[src/rtl/share_result_queue_pkg.sv]
// Shared mining constants, the queued share record and the UART framing helper.
package share_result_queue_pkg;

    localparam int unsigned HASH_W  = 256;
    localparam int unsigned NONCE_W = 32;
    localparam int unsigned MSG_W   = 512;

    localparam logic [7:0]  FRAME_SEP    = 8'hAA;
    localparam logic [63:0] FRAME_MARKER = 64'hDEAD432987BEEFAA;

    // Zero gap between the second separator and the trailing marker.
    localparam int unsigned FRAME_PAD_W = MSG_W - 64 - 8 - NONCE_W - 8 - HASH_W;

    // One queued share; nonce sits above hash so the packed form is {nonce, hash}.
    typedef struct packed {
        logic [NONCE_W-1:0] nonce;
        logic [HASH_W-1:0]  hash;
    } share_t;

    localparam int unsigned SHARE_W = $bits(share_t);

    // Build the 512-bit UART message for one share.
    function automatic logic [MSG_W-1:0] frame_share(share_t s);
        return {FRAME_MARKER, {FRAME_PAD_W{1'b0}}, FRAME_SEP, s.nonce, FRAME_SEP, s.hash};
    endfunction

endpackage

[src/rtl/share_result_queue_sync_fifo.sv]
// Show-ahead synchronous FIFO with wrap-bit pointers and a synchronous active-low reset.
// A pop and a push in the same cycle both succeed, even when the FIFO is full.
module share_result_queue_sync_fifo #(
    parameter int unsigned WIDTH     = 288,
    parameter int unsigned DEPTH_LOG = 3
) (
    input  logic                 clk,
    input  logic                 rst_n,
    input  logic                 push,
    input  logic [WIDTH-1:0]     wdata,
    input  logic                 pop,
    output logic [WIDTH-1:0]     rdata,
    output logic                 full,
    output logic                 empty,
    output logic [DEPTH_LOG:0]   level
);

    localparam int unsigned Depth = 1 << DEPTH_LOG;

    logic [DEPTH_LOG:0] wr_ptr_q, wr_ptr_d;
    logic [DEPTH_LOG:0] rd_ptr_q, rd_ptr_d;
    logic [WIDTH-1:0]   mem_q [Depth];
    logic               pop_en;
    logic               push_en;

    // Status flags and qualified push/pop; a pop frees the slot a full-cycle push needs.
    always_comb begin
        empty   = (wr_ptr_q == rd_ptr_q);
        full    = (wr_ptr_q[DEPTH_LOG] != rd_ptr_q[DEPTH_LOG]) &&
                  (wr_ptr_q[DEPTH_LOG-1:0] == rd_ptr_q[DEPTH_LOG-1:0]);
        level   = wr_ptr_q - rd_ptr_q;
        pop_en  = pop & ~empty;
        push_en = push & (~full | pop_en);
        rdata   = mem_q[rd_ptr_q[DEPTH_LOG-1:0]];
    end

    // Next pointer values.
    always_comb begin
        wr_ptr_d = wr_ptr_q;
        rd_ptr_d = rd_ptr_q;
        if (push_en) begin
            wr_ptr_d = wr_ptr_q + 1'b1;
        end
        if (pop_en) begin
            rd_ptr_d = rd_ptr_q + 1'b1;
        end
    end

    // Pointer registers; reset empties the queue.
    always_ff @(posedge clk) begin
        if (!rst_n) begin
            wr_ptr_q <= '0;
            rd_ptr_q <= '0;
        end else begin
            wr_ptr_q <= wr_ptr_d;
            rd_ptr_q <= rd_ptr_d;
        end
    end

    // Storage array; contents are don't-care until written, so no reset.
    always_ff @(posedge clk) begin
        if (push_en) begin
            mem_q[wr_ptr_q[DEPTH_LOG-1:0]] <= wdata;
        end
    end

endmodule

[src/rtl/share_result_queue.sv]
// Qualifies finished double-SHA results against a leading-zero target, drops repeats of the
// last accepted nonce, queues shares and hands them to the UART one framed message at a time.
module share_result_queue
    import share_result_queue_pkg::*;
#(
    parameter int unsigned ZERO_BITS = 32,
    parameter int unsigned DEPTH_LOG = 3
) (
    input  logic                 clk,
    input  logic                 rst_n,
    input  logic                 in_valid,
    input  logic [HASH_W-1:0]    hash,
    input  logic [NONCE_W-1:0]   in_nonce,
    output logic                 tx_valid,
    input  logic                 tx_ready,
    output logic [MSG_W-1:0]     tx_data,
    output logic [31:0]          share_count,
    output logic [15:0]          drop_count,
    output logic [DEPTH_LOG:0]   fifo_level
);

    // Stage 1 registers.
    logic [HASH_W-1:0]  h1_q;
    logic [NONCE_W-1:0] n1_q;
    logic               hit1_q;
    logic               hit_now;

    // Dedup and counters.
    logic [NONCE_W-1:0] last_nonce_q, last_nonce_d;
    logic               last_valid_q, last_valid_d;
    logic [31:0]        share_count_q, share_count_d;
    logic [15:0]        drop_count_q, drop_count_d;

    logic               accept;
    logic               drop;
    logic               fifo_full;
    logic               fifo_empty;
    share_t             push_share;
    share_t             head_share;

    // Leading-zero qualification on the raw input.
    always_comb begin
        hit_now = in_valid & (hash[HASH_W-1 -: ZERO_BITS] == '0);
    end

    // Stage 1: capture the candidate and whether it meets the target.
    always_ff @(posedge clk) begin
        if (!rst_n) begin
            h1_q   <= '0;
            n1_q   <= '0;
            hit1_q <= 1'b0;
        end else begin
            h1_q   <= hash;
            n1_q   <= in_nonce;
            hit1_q <= hit_now;
        end
    end

    // Stage 2: dedup against the last accepted nonce, then count accepts and overflow drops.
    // A full FIFO that is popping this cycle still takes the push, so that is not a drop.
    always_comb begin
        accept        = hit1_q & ~(last_valid_q & (n1_q == last_nonce_q));
        drop          = accept & fifo_full & ~tx_ready;
        last_nonce_d  = last_nonce_q;
        last_valid_d  = last_valid_q;
        share_count_d = share_count_q;
        drop_count_d  = drop_count_q;
        if (accept) begin
            last_nonce_d  = n1_q;
            last_valid_d  = 1'b1;
            share_count_d = share_count_q + 32'd1;
        end
        if (drop && (drop_count_q != 16'hFFFF)) begin
            drop_count_d = drop_count_q + 16'd1;
        end
    end

    // Dedup state and counter registers.
    always_ff @(posedge clk) begin
        if (!rst_n) begin
            last_nonce_q  <= '0;
            last_valid_q  <= 1'b0;
            share_count_q <= '0;
            drop_count_q  <= '0;
        end else begin
            last_nonce_q  <= last_nonce_d;
            last_valid_q  <= last_valid_d;
            share_count_q <= share_count_d;
            drop_count_q  <= drop_count_d;
        end
    end

    // Queue entry assembled from the stage-1 registers.
    always_comb begin
        push_share.nonce = n1_q;
        push_share.hash  = h1_q;
    end

    share_result_queue_sync_fifo #(
        .WIDTH     (SHARE_W),
        .DEPTH_LOG (DEPTH_LOG)
    ) u_fifo (
        .clk   (clk),
        .rst_n (rst_n),
        .push  (accept),
        .wdata (push_share),
        .pop   (tx_ready),
        .rdata (head_share),
        .full  (fifo_full),
        .empty (fifo_empty),
        .level (fifo_level)
    );

    // Output side: head of queue framed for the UART, valid whenever anything is queued.
    always_comb begin
        tx_valid    = ~fifo_empty;
        tx_data     = frame_share(head_share);
        share_count = share_count_q;
        drop_count  = drop_count_q;
    end

endmodule

[config.mk]
export PLATFORM = sky130hd
export DESIGN_NAME = share_result_queue
export DESIGN_NICKNAME = d
export VERILOG_FILES = /design/src/rtl/share_result_queue_pkg.sv /design/src/rtl/share_result_queue_sync_fifo.sv /design/src/rtl/share_result_queue.sv
export SDC_FILE = /design/constraint.sdc
export NUM_CORES = 2
export LEC_CHECK = 0
export BUFFER_PORTS_ARGS = -buffer_cell sky130_fd_sc_hd__buf_2
export CAP_MARGIN = 0
export CORE_MARGIN = 8
export CORE_UTILIZATION = 59
export CTS_CLUSTER_DIAMETER = 40
export DETAILED_ROUTE_END_ITERATION = 7
export GPL_TIMING_DRIVEN = 1
export PLACE_DENSITY_LB_ADDON = 0.3
export RECOVER_POWER = 25
export SLEW_MARGIN = 40
export SYNTH_ARGS = -nofsm -noshare
export SYNTH_HDL_FRONTEND = slang
export SYNTH_SLANG_ARGS = --single-unit
export TNS_END_PERCENT = 10
[constraint.sdc]
create_clock -name clk -period 35.7 [get_ports clk]
set_input_delay 0 -clock clk [delete_from_list [all_inputs] [get_ports clk]]
set_output_delay 0 -clock clk [all_outputs]
set_load 0.02 [all_outputs]
==> flow_summary.toml <==
[yosys]
synth_top_area_share_pct = 69.1
syn_inst = 4720
yosys-top-cells-count = "edfxtp_1, mux4_2, dfxtp_1"
ys_seq_area_share_pct = 76.7
avgSynthCellArea_sq_um = 21.2
ys.warnings.count = 0
synth_top_area_cell = "edfxtp_1"
synth_area_sq_um = 100000
ys_types = 43
synth_seq_cells = 2685
synth-edff-count = 2304
synth_async_sr_flop_share_pct = 0
synthFlopType = "edfxtp_1"
netlist_top_cells_area = "edfxtp_1, mux4_2, dfxtp_1"
synth_most_common_cell = "edfxtp_1"

[timing]
worstMarginPinSlew_ns = 0.876
fin_worst_skew_ns = 0.0657
max_freq_mhz = 170
rsz0062_at_grt = "no"
hold_violations = 0
fin_crit_sh_pct = 16.5
fin_tns_setup_ns = 0
slew_violations = 0
setup_viol = 0
fin_crit_ns = 5.88
maxSlewHeadroom_pct = 41.6

[setup_path]
cp_cell_sequence = "xnor2_1 -> nand4_1 -> or4_1 -> o31a_2 -> nand3_1 -> nor2_4 -> buf_4 -> buf_6 -> buf_4 -> buf_4"
path_max_fanout = 58
critical-path-top-delay-family = "buffers and inverters"
cp_data_arrival_time_ns = 6.39
startpoint = "n1_q[14]$_SDFF_PN0_"
cp.required_ns = 36.22
start_kind = "flop"
critPathBufInv = 4
critPathMaxStageDelay_ns = 0.72
crit_path_frequent_cell = "buf_4"
end_kind = "flop"
crit_type = "reg -> reg"
critPathSlowestCell = "nor2_4"
r2r_start = "n1_q[14]$_SDFF_PN0_"

[clock_network]
cts_buffer_depth = 4
cts_buffers = 334
cts_tree = "yes"
numClockSinks = 2685
root_buffer = "clkbuf_16"
postCtsSetupRepairBufs = 0
clkLatencyLatePin_ns = 0.94
clk_pin_slew_ns = 0.06
h-tree-depth = 5

[grt]
grt.busiest_layer = "met2"
antenna_found_initial = 13
grt_max_degree = 87
grt_pass1_vias = 56200
grt_pass1_wl_mm = 372
grt_util_met2_pct = 46.4
gr-total-overflow = 0
grt_usage_pct = 27.1
grtUsageMet3_pct = 4.84
met1_usage_pct = 32.9

[power]
pwr-share-seq_pct = 49.9
power.density_nw_per_um2 = 55.7
peakVddDrop_v = 0.0000615
p_leak_uw = 0.0444
comb_power_share_pct = 2.1
netSwitchingPower_uw = 1440
clkPwrFrac_pct = 48.1
swShare_pct = 20.7
p_total_uw = 6930
p_int_uw = 5490

[route]
wl_per_cell_microns = 28.7
drtIter0Drc = 4381
vias_per_cell = 5.97
totalWireLength_mm = 253
ant_nets = 0
via_count = 52800
dr.pass1.iters = 5
drc = 0

[finish]
drive_above_1_share_pct = 32.4
area.growth.synth_to_final_pct = 24.2
fin_nets = 6649

[die]
core_area_sq_um = 169000
fp.dieW_microns = 428
die_area_sq_um = 183000
initial_core_util_pct = 59.2
ios = 857
num_rows = 151
die_h_microns = 428

[placed_design]
dp_hpwl_mm = 134
port_buffers = 632
gp_congestion = 0.810

[flow_run]
maxCapViolations = 0

[hold_path]
min_from = "tx_ready"
hold_path.class = "in -> reg"

[run_status]
status = "finished clean"
per-layer routing:
metal	vias to the layer above	wire length [microns]
met5	-	13
met4	2	16200
met3	691	16800
met2	2637	130000
met1	27500	90300
li1	21900	-
cells by family after synthesis:
logic type	Yosys count	share of synthesized area [%]
multiplexers	910	16.6
AND/OR/NAND/NOR	529	3.10
other	2	0.00750
flip-flops	2685	76.7
AO/OA/AOI/OAI	87	0.531
adder cells (fa/ha/maj)	8	0.107
buffers and inverters	463	2.60
XOR/XNOR	36	0.315
worst min-delay path, cell delays in order:
cell,delay [ns]
dlygate4sd3_1,0.57
buf_2,0.17
nand3_1,0.10
xnor2_1,0.12
nor2_1,0.07
stage by stage:
stage / instances / setup slack [ns] / instance area (sq um) / hold WS (ns) / util (%)
2_1_floorplan: 4942 / 5.70 / 101000 / 0.0762 / -
3_3_place_gp: 7433 / 29.56 / 105000 / 0.204 / 62.2
3_5_place_dp: 7443 / 29.51 / 106000 / 0.209 / 62.4
4_1_cts: 8821 / 28.51 / 124000 / 0.0865 / 73.5
5_1_grt: 8834 / 29.55 / 124000 / 0.166 / 73.6
6_report: 8834 / 29.82 / 124000 / 0.192 / 73.6
power by group through the flow:
stage                     Combinational [uW]  Sequential (uW)  Clock [uW]
after floorplan                         57.3             3500           0
after global placement                  68.5             3510           0
after detailed placement                68.9             3520           0
after CTS                                135             3450        3340
after global routing                     150             3460        3490
final                                    143             3450        3330
final cells by class:
| class | instances | area (sq um) |
|---|---|---|
| inverters | 17 | 65.1 |
| clock buffers | 407 | 8910 |
| fillers | 8952 | 44700 |
| flip-flops and latches | 2685 | 76800 |
| well taps | 2218 | 2780 |
| diodes | 10 | 25.0 |
| multi-input cells | 1794 | 21600 |
| clock inverters | 186 | 2060 |
| repair buffers | 1517 | 12100 |
layout by cell type (no fill, tap or decap), types with 16 or more instances in the layout:
| cell type | count |
|---|---|
| nor2_1 | 45 |
| or4_1 | 25 |
| mux2_2 | 288 |
| clkinvlp_4 | 26 |
| buf_2 | 631 |
| dlygate4sd3_1 | 785 |
| nand3_1 | 29 |
| nand2_1 | 40 |
| edfxtp_1 | 2304 |
| inv_6 | 45 |
| o31ai_1 | 24 |
| clkinv_4 | 24 |
| and2_1 | 292 |
| a21oi_1 | 40 |
| xnor2_1 | 35 |
| clkbuf_16 | 340 |
| buf_6 | 40 |
| nand2b_1 | 16 |
| nand4_1 | 27 |
| mux4_2 | 576 |
| clkinv_2 | 30 |
| clkbuf_1 | 52 |
| mux2i_1 | 46 |
| bufinv_16 | 26 |
| conb_1 | 224 |
| buf_4 | 46 |
| dfxtp_1 | 378 |
| inv_1 | 16 |
final timing paths:
check,end,slack [ns],cells past startpoint
max,u_fifo.mem_q[6][92]$_DFFE_PP_,29.82,10
min,flop,0.19,5
max reg2reg,u_fifo.mem_q[6][92]$_DFFE_PP_,29.82,10
min reg2reg,share_count[31]$_SDFFE_PN0P_,0.47,2
timing repair:
item | in CTS | in global routing
resized for setup | 0 | 0
hold buffers | 785 | 0
hold endpoints to repair | 319 | 0
state kept, by name, indices dropped and copies added, names as in the netlist, named ones only:
name	count
last_nonce_q	32
n1_q	32
drop_count	16
u_fifo.rd_ptr_q	4
share_count	32
u_fifo.wr_ptr_q	4
last_valid_q	1
hit1_q	1
h1_q	256
u_fifo.mem_q	2304
No activity file was read; power rests on OpenSTA's default activity.
